[src/rtl/pxl_rdbuf_pkg.sv]
// Shared constants for the pixel readout buffer: register offsets, STATUS/CTRL bit positions, entry width.
// Entry width widens to 32 bits when PXL_RDBUF_TIMESTAMP_EN is defined.
package pxl_rdbuf_pkg;

    localparam logic [1:0] REG_DATA   = 2'd0;
    localparam logic [1:0] REG_STATUS = 2'd1;
    localparam logic [1:0] REG_CTRL   = 2'd2;

    localparam int unsigned ST_COUNT_W = 7;
    localparam int unsigned ST_EMPTY   = 8;
    localparam int unsigned ST_FULL    = 9;
    localparam int unsigned ST_OVF     = 10;
    localparam int unsigned ST_KDONE   = 11;
    localparam int unsigned ST_TS      = 12;

    localparam int unsigned CTRL_FLUSH   = 0;
    localparam int unsigned CTRL_CLR_OVF = 1;
    localparam int unsigned CTRL_CLR_KD  = 2;

    localparam int unsigned PIX_W = 16;
    localparam int unsigned TS_W  = 16;

`ifdef PXL_RDBUF_TIMESTAMP_EN
    localparam int unsigned DATA_W = PIX_W + TS_W;
    localparam logic        TS_EN  = 1'b1;
`else
    localparam int unsigned DATA_W = PIX_W;
    localparam logic        TS_EN  = 1'b0;
`endif

endpackage

[src/rtl/pxl_sync_fifo.sv]
// Synchronous FIFO with same-cycle push/pop (also when full) and a flush that overrides both.
// Head word is read combinationally from storage.
module pxl_sync_fifo #(
    parameter int unsigned WIDTH = 16,
    parameter int unsigned DEPTH = 8
) (
    input  logic                     clk,
    input  logic                     rst_n,
    input  logic                     push,
    input  logic                     pop,
    input  logic                     flush,
    input  logic [WIDTH-1:0]         din,
    output logic [WIDTH-1:0]         dout,
    output logic [$clog2(DEPTH):0]   count,
    output logic                     full,
    output logic                     empty
);

    localparam int unsigned AW = $clog2(DEPTH);
    localparam int unsigned CW = AW + 1;

    logic [WIDTH-1:0] r_mem [DEPTH];
    logic [AW-1:0]    r_wr_ptr;
    logic [AW-1:0]    r_rd_ptr;
    logic [CW-1:0]    r_count;
    logic             w_do_push;
    logic             w_do_pop;

    assign empty = (r_count == '0);
    assign full  = (r_count == CW'(DEPTH));
    assign count = r_count;
    assign dout  = r_mem[r_rd_ptr];

    // A pop frees the slot a same-cycle push needs, so push is allowed when full only alongside a pop.
    assign w_do_pop  = pop & ~empty & ~flush;
    assign w_do_push = push & ~flush & (~full | w_do_pop);

    always_ff @(posedge clk or negedge rst_n) begin
        if (!rst_n) begin
            r_wr_ptr <= '0;
            r_rd_ptr <= '0;
            r_count  <= '0;
        end else if (flush) begin
            r_wr_ptr <= '0;
            r_rd_ptr <= '0;
            r_count  <= '0;
        end else begin
            if (w_do_push) r_wr_ptr <= r_wr_ptr + AW'(1);
            if (w_do_pop)  r_rd_ptr <= r_rd_ptr + AW'(1);
            r_count <= r_count + CW'(w_do_push) - CW'(w_do_pop);
        end
    end

    always_ff @(posedge clk) begin
        if (w_do_push) r_mem[r_wr_ptr] <= din;
    end

endmodule

[src/rtl/pxl_readout_buffer.sv]
// Queues pixel results on pxl_done rising edges and exposes them via a Wishbone register window.
// Optional capture timestamp per entry when PXL_RDBUF_TIMESTAMP_EN is defined.
module pxl_readout_buffer
    import pxl_rdbuf_pkg::*;
#(
    parameter int unsigned DEPTH     = 8,
    parameter logic [31:0] ADDR_BASE = 32'h3000_0100
) (
    input  logic        clk,
    input  logic        rst_n,
    input  logic        wbs_stb_i,
    input  logic        wbs_cyc_i,
    input  logic        wbs_we_i,
    input  logic [3:0]  wbs_sel_i,
    input  logic [31:0] wbs_adr_i,
    input  logic [31:0] wbs_dat_i,
    output logic        wbs_ack_o,
    output logic [31:0] wbs_dat_o,
    input  logic        pxl_done_i,
    input  logic [15:0] pxl_data_i,
    input  logic        kernel_done_i,
    output logic        fifo_nempty_o
);

    localparam int unsigned CW = $clog2(DEPTH) + 1;

    logic              r_pxl_d;
    logic              r_kd_d;
    logic              r_ovf;
    logic              r_kd;
    logic              r_ack;
    logic [31:0]       r_dat;
    logic              r_nempty;

    logic              w_push;
    logic              w_kd_rise;
    logic              w_hit;
    logic              w_access;
    logic [1:0]        w_off;
    logic              w_pop;
    logic              w_ctrl_wr;
    logic              w_flush;
    logic              w_clr_ovf;
    logic              w_clr_kd;
    logic              w_ovf_set;
    logic [DATA_W-1:0] w_din;
    logic [DATA_W-1:0] w_dout;
    logic [CW-1:0]     w_count;
    logic              w_full;
    logic              w_empty;
    logic [31:0]       w_status;
    logic [31:0]       w_rdata_c;
    logic              w_unused_bits;

    assign w_unused_bits = &{1'b0, wbs_dat_i[31:3], wbs_sel_i[3:1], wbs_adr_i[1:0]};

    assign w_push    = pxl_done_i & ~r_pxl_d;
    assign w_kd_rise = kernel_done_i & ~r_kd_d;

    // Gating on ack keeps a held strobe from producing a second pop in the same transaction.
    assign w_hit     = (wbs_adr_i[31:4] == ADDR_BASE[31:4]);
    assign w_access  = wbs_cyc_i & wbs_stb_i & w_hit & ~r_ack;
    assign w_off     = wbs_adr_i[3:2];
    assign w_pop     = w_access & ~wbs_we_i & (w_off == REG_DATA);
    assign w_ctrl_wr = w_access & wbs_we_i & (w_off == REG_CTRL) & wbs_sel_i[0];
    assign w_flush   = w_ctrl_wr & wbs_dat_i[CTRL_FLUSH];
    assign w_clr_ovf = w_ctrl_wr & wbs_dat_i[CTRL_CLR_OVF];
    assign w_clr_kd  = w_ctrl_wr & wbs_dat_i[CTRL_CLR_KD];
    assign w_ovf_set = w_push & w_full & ~w_pop & ~w_flush;

`ifdef PXL_RDBUF_TIMESTAMP_EN
    logic [TS_W-1:0] r_ts;

    always_ff @(posedge clk or negedge rst_n) begin
        if (!rst_n) r_ts <= '0;
        else        r_ts <= r_ts + TS_W'(1);
    end

    assign w_din = {r_ts, pxl_data_i};
`else
    assign w_din = pxl_data_i;
`endif

    pxl_sync_fifo #(
        .WIDTH (DATA_W),
        .DEPTH (DEPTH)
    ) u_fifo (
        .clk   (clk),
        .rst_n (rst_n),
        .push  (w_push),
        .pop   (w_pop),
        .flush (w_flush),
        .din   (w_din),
        .dout  (w_dout),
        .count (w_count),
        .full  (w_full),
        .empty (w_empty)
    );

    // Read mux reflects state before this access's own pop/CTRL effects.
    always_comb begin
        w_status                   = '0;
        w_status[ST_COUNT_W-1:0]   = ST_COUNT_W'(w_count);
        w_status[ST_EMPTY]         = w_empty;
        w_status[ST_FULL]          = w_full;
        w_status[ST_OVF]           = r_ovf;
        w_status[ST_KDONE]         = r_kd;
        w_status[ST_TS]            = TS_EN;
        w_rdata_c                  = '0;
        case (w_off)
            REG_DATA:   if (!w_empty) w_rdata_c = 32'(w_dout);
            REG_STATUS: w_rdata_c = w_status;
            default:    w_rdata_c = '0;
        endcase
    end

    always_ff @(posedge clk or negedge rst_n) begin
        if (!rst_n) begin
            r_pxl_d  <= 1'b0;
            r_kd_d   <= 1'b0;
            r_ovf    <= 1'b0;
            r_kd     <= 1'b0;
            r_ack    <= 1'b0;
            r_dat    <= '0;
            r_nempty <= 1'b0;
        end else begin
            r_pxl_d  <= pxl_done_i;
            r_kd_d   <= kernel_done_i;
            r_ack    <= w_access;
            r_nempty <= (w_count != '0);
            if (w_access) r_dat <= wbs_we_i ? 32'h0 : w_rdata_c;
            if (w_ovf_set)      r_ovf <= 1'b1;
            else if (w_clr_ovf) r_ovf <= 1'b0;
            if (w_kd_rise)      r_kd  <= 1'b1;
            else if (w_clr_kd)  r_kd  <= 1'b0;
        end
    end

    assign wbs_ack_o     = r_ack;
    assign wbs_dat_o     = r_dat;
    assign fifo_nempty_o = r_nempty;

endmodule

[config.mk]
export PLATFORM = sky130hd
export DESIGN_NAME = pxl_readout_buffer
export DESIGN_NICKNAME = d
export VERILOG_FILES = /design/src/rtl/pxl_rdbuf_pkg.sv /design/src/rtl/pxl_sync_fifo.sv /design/src/rtl/pxl_readout_buffer.sv
export SDC_FILE = /design/constraint.sdc
export NUM_CORES = 1
export LEC_CHECK = 0
export CAP_MARGIN = 15
export CORE_AREA = 8 8 138 140
export CTS_BUF_LIST = sky130_fd_sc_hd__clkbuf_4
export CTS_CLUSTER_DIAMETER = 200
export DETAILED_ROUTE_END_ITERATION = 6
export DIE_AREA = 0 0 146 148
export PLACE_DENSITY = 0.71
export SYNTH_ARGS = -nofsm -noshare
export SYNTH_HDL_FRONTEND = slang
export SYNTH_SLANG_ARGS = --single-unit
[constraint.sdc]
create_clock -name clk -period 7.5 [get_ports clk]
set_input_delay 1.5 -clock clk [delete_from_list [all_inputs] [get_ports clk]]
set_output_delay 1.5 -clock clk [all_outputs]
set_load 0.05 [all_outputs]
Word level (Yosys, flattened, before mapping)
Memories as Yosys holds them, arrays and structs flattened.
Index checks and enable logic that the tools add are counted.
{"block": "word_totals", "reg_bits": 48, "mem_bits_rw": 128, "out_inout_bits": 34, "wordCells": 69, "n_memories": 1}
{"block": "op_classes", "n_addsub": 4, "n_eq_ne": 4, "muxes": 14, "bitwise": 29, "n_reduce_logical": 7}
{"name": "u_fifo.r_mem", "depth": 8, "width": 16, "rd": 1, "rd_ports_with_merged_regs": 0, "wr": 1, "line": "pxl_sync_fifo.sv:22", "source": "logic [WIDTH-1:0] r_mem [DEPTH];"}
{"operator": "$pmux W32 S2", "n": 1}
{"operator": "$mux W32", "n": 1}
{"operator": "$eq A28 B26 Y1 const B", "n": 1}
{"operator": "$and A1 B1 Y1", "n": 20}
{"operator": "$mux W16", "n": 1}
{"operator": "$mux W3", "n": 4}
{"operator": "$not A1 Y1", "n": 8}
{"operator": "$reduce_bool A2 Y1", "n": 4}
{"operator": "$add A3 B1 Y3 const B", "n": 2}
{"operator": "$mux W1", "n": 6}
{"operator": "$add A4 B1 Y4", "n": 1}
{"operator": "$eq A4 B4 Y1 const B", "n": 1}
{"operator": "$logic_not A4 Y1", "n": 1}
{"operator": "$mux W4", "n": 1}
{"operator": "$reduce_bool A4 Y1", "n": 1}
{"operator": "$sub A4 B1 Y4", "n": 1}
{"operator": "$eq A2 B1 Y1 const B", "n": 1}
{"operator": "$eq A2 B2 Y1 const B", "n": 1}
{"operator": "$logic_not A2 Y1", "n": 1}
{"operator": "$or A1 B1 Y1", "n": 1}

Longest topological paths before layout
{"block": "depth", "ltp_word": 14, "ltp_mapped": 13, "mapped_depth_nobuf": 13}

Modules after synthesis
A second synthesis with hierarchy kept.
{"block": "unflattened", "cells_unflattened": 395, "hier_area_um2": 6881.6}
{"mod": "pxl_sync_fifo", "instances": 1, "cells_each": 274, "area_each_um2": 5670.4, "seq_area_each_um2": 4093.9}
{"mod": "pxl_readout_buffer", "instances": 1, "cells_each": 121, "area_each_um2": 1211.2, "seq_area_each_um2": 550.5}

Worst setup path before layout
OpenSTA, ideal clock, no wires.
{"block": "synth_timing", "path_kind": "input to register", "from": "input port wbs_adr_i[11]", "to": "memory u_fifo.r_mem[0][0], enable pin", "setup_time_ps": 436, "arrival_time_ps": 4638, "required_time_ps": 7064, "path_slack_ps": 2426, "stages": 5, "n_path_buf": 1, "cell_sequence": "or4_4 -> nor4_4 -> a31oi_2 -> clkbuf_1 -> nor4b_1"}
{"block": "synth_via", "elab_chain_len": 13}
{"item": "from (decl)", "line": "pxl_readout_buffer.sv:15", "source": "input logic [31:0] wbs_adr_i,"}
{"item": "$eq A28 B26 Y1 (*)", "line": "pxl_readout_buffer.sv:61", "source": "assign w_hit = (wbs_adr_i[31:4] == ADDR_BASE[31:4]);"}
{"item": "$and A1 B1 Y1 (*) (2 in a row)", "line": "pxl_readout_buffer.sv:62", "source": "assign w_access = wbs_cyc_i & wbs_stb_i & w_hit & ~r_ack;"}
{"item": "$and A1 B1 Y1 (3 in a row)", "line": "pxl_readout_buffer.sv:65", "source": "assign w_ctrl_wr = w_access & wbs_we_i & (w_off == REG_CTRL) & wbs_sel_i[0];"}
{"item": "$and A1 B1 Y1", "line": "pxl_readout_buffer.sv:66", "source": "assign w_flush = w_ctrl_wr & wbs_dat_i[CTRL_FLUSH];"}
{"item": "$not A1 Y1", "line": "pxl_sync_fifo.sv:35, pxl_sync_fifo.sv:36"}
{"item": "$and A1 B1 Y1", "line": "pxl_sync_fifo.sv:35", "source": "assign w_do_pop = pop & ~empty & ~flush;"}
{"item": "$or A1 B1 Y1", "line": "pxl_sync_fifo.sv:36", "source": "assign w_do_push = push & ~flush & (~full | w_do_pop);"}
{"item": "$and A1 B1 Y1 (*)", "line": "pxl_sync_fifo.sv:36"}
{"item": "$mux W1 (*)", "line": "pxl_sync_fifo.sv:55", "source": "if (w_do_push) r_mem[r_wr_ptr] <= din;"}
{"item": "$mux W1 (not written as such) (*)", "line": "pxl_sync_fifo.sv:55"}
{"item": "to (decl)", "line": "pxl_sync_fifo.sv:22"}
Mark *: on every way between the ends. The rest lies on a longest branch, timed or not.

Worst setup path in the final report
{"block": "layout_timing", "from": "input port wbs_adr_i[11]", "to": "register u_fifo.r_count[3] (netlist: u_fifo.count[3])"}
{"block": "layout_via", "elab_chain_len": 14}
{"item": "$eq A28 B26 Y1 (*)", "line": "pxl_readout_buffer.sv:61"}
{"item": "$and A1 B1 Y1 (*) (2 in a row)", "line": "pxl_readout_buffer.sv:62"}
{"item": "$and A1 B1 Y1 (3 in a row)", "line": "pxl_readout_buffer.sv:65"}
{"item": "$and A1 B1 Y1", "line": "pxl_readout_buffer.sv:66"}
{"item": "$not A1 Y1", "line": "pxl_sync_fifo.sv:35, pxl_sync_fifo.sv:36"}
{"item": "$and A1 B1 Y1", "line": "pxl_sync_fifo.sv:35"}
{"item": "$or A1 B1 Y1", "line": "pxl_sync_fifo.sv:36"}
{"item": "$and A1 B1 Y1", "line": "pxl_sync_fifo.sv:36"}
{"item": "$add A4 B1 Y4", "line": "pxl_sync_fifo.sv:50", "source": "r_count <= r_count + CW'(w_do_push) - CW'(w_do_pop);"}
{"item": "$sub A4 B1 Y4", "line": "pxl_sync_fifo.sv:50"}
{"item": "$mux W4 (*)", "line": "pxl_sync_fifo.sv:43", "source": "end else if (flush) begin"}
{"item": "to (signal assigned)", "line": "pxl_sync_fifo.sv:50"}
{"item": "to (decl)", "line": "pxl_sync_fifo.sv:25", "source": "logic [CW-1:0] r_count;"}
Marked as above.
A chain may end at the register's enable or synchronous reset.

==> metrics list <==
- Outcome: finished, final reports clean
- Number of distinct library cells after synthesis: 46
- At the end of routability-driven placement, the weighted congestion stood at 0.763.
* Reg clk slew, reported paths: 0.13 ns
- Cell count of the worst reg-to-reg path: 13
- Most frequent cells in the layout: edfxtp_1 (128), clkdlybuf4s50_1 (74), mux4_2 (32)
- Number of remaining DRC errors: 0
- The first global-routing pass estimated 21,700 um of wire.
* Hold-fix buffers, CTS: 0
* Worst Path Required: 7.94 ns
- Final antenna diode count: 0
- Across every metal layer, demand over resource in global routing totals 13.4%.
* Buffers from clock root to sink, at most: 2
* Port Buffer Count: 74
- In this run, CTS created clock tree buffers numbering 17.
- The clock network burns 30.1% of the power.
- Total I/O pin count: 125
- The critical path in this run is classified as primary input to flop.
- Maximum clock rate: 217 MHz
- Critical path cell sequence: clkdlybuf4s50_1 > or4_4 > nor4_4 > nand2_2 > inv_2 > nand2_2 > inv_2 > ha_1 > inv_1 > ha_1 > a21o_1 > a21oi_1 > xnor2_1 > nor2_1
- Number of buffers and inverters on the critical path: 4
- Min-delay worst type: flop to flop
* Reg-to-reg slack, setup: 3.97 ns
* Critical path startpoint category: primary input
- Number of buffers inserted by post-CTS setup repair: 0
- The routed design could run at a clock period as short as 4.61 ns.
- Die width: 146 um
- DP Area: 0.00762 sq mm
- For this block, the routed nets add up to 13,900 um of wire.
* Average cell area after synthesis: 17.7 sq um
- The kind of cell with the highest combined delay along the critical path is simple AND/OR/NAND/NOR gates.
- Power per unit of standard cell area: 242 mW/mm^2
* Area added between synthesis and finish: 20.6%
- Worst slew margin relative to its limit: 27.5%
- For this run, the number of Yosys warnings is 0.
* Static Leak: 2.68 nW
- Final design instance area without fill: 0.00796 sq mm
* Sequential share of power: 55.8%
* Launching point of the worst reg2reg path: wbs_ack_o
* CTS tree: built
- WL per Instance: 20.0 um
- Period utilization: 61.5%
- After the last flow step, the layout net total stands at 559.
- Setup repair after global routing missed its margin: no
- Setup violations remaining at the end of the flow were counted as 0.
- The root buffer cell chosen for the clock tree is clkbuf_4.
- The analysis attributes to net switching a power of 0.000506 W.
* Hold Path End: wbs_dat_o[12]
* Post-synthesis sequential element count: 160
* Source of the critical timing path: wbs_adr_i[11]
- Portion of total power attributed to combinational logic: 14.1%
* Max Slew Vio Count: 0
- At the pin with the least slew margin, the transition time is 1.09 ns.
- At the worst endpoint, the arrival time is 5.05 ns.
- The clock tree synthesis step divided the H-tree into 4 levels.
- Number of global-route vias before repair: 3,838
- Instance count of the mapped netlist: 372
- Ratio of routed vias to standard cells: 5.15
- In this run, placement finished with an instance count of 665.
- Critical Path End Type: flop
- Switching power share of the total: 26.3%
- Antenna-violating nets left: 0
* Most common cell after layout, fill and taps aside: edfxtp_1
- The number of antenna violations at the first check in global routing came to 0.
* Worst hold-check slack: 0.497 ns
* Share of the core filled with cells: 47.0%
* Final TNS setup: 0 ns
- After legalization and detailed placement, the total HPWL measured 8870 um.
- The share of the Yosys chip area taken by registers is 70.4%.
- On the critical path, the stage with the largest delay is an instance of or4_4.
- Endpoints failing hold: 0
* Max-cap violations: 0
* Grt ovf: 0
- The floorplan step defined a die boundary enclosing 0.0216 sq mm.
- Cell internal pwr: 0.00142 W
- Largest incremental delay on the critical path: 0.56 ns
- Floorplan Core Area: 0.0169 sq mm
* Number of cell rows: 48
- The worst hold path begins at wbs_dat_o[12].
- In this run the cell area of the synthesized design comes to 0.00660 sq mm.
- The clock arrives with 0.0163 ns of skew.
* Ratio of cells with drive above 1 in the final layout: 21.2%
- R2r endpoint: u_fifo.count[3]
- Count of vias placed by the detailed router: 3,587
- The number of gates resized after CTS was 0.
- Clock insertion delay at the later pin of the skew report: 0.55 ns
- After the first detailed-routing iteration, the DRC count stood at 295.
- The first TritonRoute pass finished after 4 iterations.
- Counting every sink on the clock net gives 160.
* Starting utilization of the core area: 39.0%
- After the flow finishes, the layout carries non-filler instances totaling 697.
* Largest fanout on the critical path: 17
- Measured along the y axis, the die boundary spans 148 um.
* Worst Hold Depth: 2
- Maximum vdd ir drop: 0.000129 V
- Entering global routing, the biggest net connects 35 pins.
flip-flops by register name (all words and copies together) (netlist names):
register,cells
wbs_dat_o,16
u_fifo.count,4
fifo_nempty_o,1
u_fifo.r_mem,128
u_fifo.r_rd_ptr,3
r_kd,1
wbs_ack_o,1
r_pxl_d,1
u_fifo.r_wr_ptr,3
r_ovf,1
r_kd_d,1
through the flow:
step | setup slack [ns] | total power [W]
after floorplan | 2.43 | 0.00125
after global placement | 2.36 | 0.00134
after detailed placement | 2.30 | 0.00137
after CTS | 2.91 | 0.00194
after global routing | 2.65 | 0.00200
final | 2.89 | 0.00192
cell type report:
cell class / count / area [sq um]
clock inverters: 15 / 208
clock buffers: 17 / 128
well taps: 225 / 282
fillers: 1428 / 8980
flip-flops and latches: 160 / 4650
multi-input cells: 186 / 1850
inverters: 11 / 41.3
repair buffers: 83 / 808
synthesized netlist by cell type (all sizes together):
cell    count  share of area [%]
dfrtp      32                 12
a211oi      1               0.11
o21ai       9               0.68
and2        4               0.38
edfxtp    128                 58
nand4       1              0.095
nor3       11               0.83
nor2b       2               0.19
o211ai      2               0.23
nand3       3               0.23
or4         7                1.0
a32o        1               0.15
nor4        6                1.0
a22o        2               0.27
a21oi       2               0.15
and3        1              0.095
xor2        1               0.13
inv        11               0.63
a311oi      1               0.13
a31oi       1               0.19
nand4b      1               0.13
mux4       32                 11
xnor2       2               0.27
a21o        1               0.11
nor2       17               0.97
clkbuf      7               0.40
mux2        8                1.4
ha          8                1.5
nand3b      1               0.11
nor3b       1               0.11
and4b       1               0.15
o31ai       3               0.34
nand2b      3               0.28
buf        23                2.3
conb        1              0.057
mux2i       9                1.4
fa          1               0.30
a221oi      6               0.80
nor4b       4               0.53
nand2      17                1.0
per-layer routing:
| layer | vias to the layer above | part of all wire [%] | GRT usage, % |
|---|---|---|---|
| met5 | - | 0 | 0 |
| met4 | 0 | 1.4 | 4.28 |
| met3 | 17 | 6.6 | 4.86 |
| met2 | 131 | 48 | 21.5 |
| met1 | 1817 | 44 | 16.5 |
| li1 | 1622 | - | - |
power groups by stage:
stage	sequential [W]	clock, W	combinational [W]
2_1_floorplan	0.00108	0	0.000174
3_3_place_gp	0.00109	0	0.000257
3_5_place_dp	0.00109	0	0.000274
4_1_cts	0.00107	0.000590	0.000275
5_1_grt	0.00108	0.000625	0.000298
6_report	0.00107	0.000579	0.000271
worst max path at each step:
stage                                    end  depth (start not counted)  slack, ns
after floorplan           u_fifo.r_mem[0][0]                          5       2.43
after global placement       u_fifo.count[2]                         13       2.36
after detailed placement     u_fifo.count[3]                         14       2.30
after CTS                    u_fifo.count[3]                         14       2.91
after global routing         u_fifo.count[3]                         14       2.65
final                        u_fifo.count[3]                         14       2.89
cells by family after synthesis:
group / Yosys count / synth area share [%]
AO/OA/AOI/OAI: 29 / 3.17
XOR/XNOR: 3 / 0.398
buffers and inverters: 41 / 3.34
flip-flops: 160 / 70.4
multiplexers: 49 / 13.6
AND/OR/NAND/NOR: 80 / 7.20
adder cells (fa/ha/maj): 9 / 1.82
other: 1 / 0.0568
worst register-to-register path, cell delays in order, from the launching register on:
cell	delay [ns]
dfrtp_1	0.40
or4_4	0.44
nor4_4	0.44
nand2_2	0.36
inv_2	0.32
nand2_2	0.24
inv_2	0.17
ha_1	0.15
inv_1	0.06
ha_1	0.28
a21o_1	0.16
a21oi_1	0.18
xnor2_1	0.15
nor2_1	0.06
Note: power is estimated with default switching activity, not from simulation.
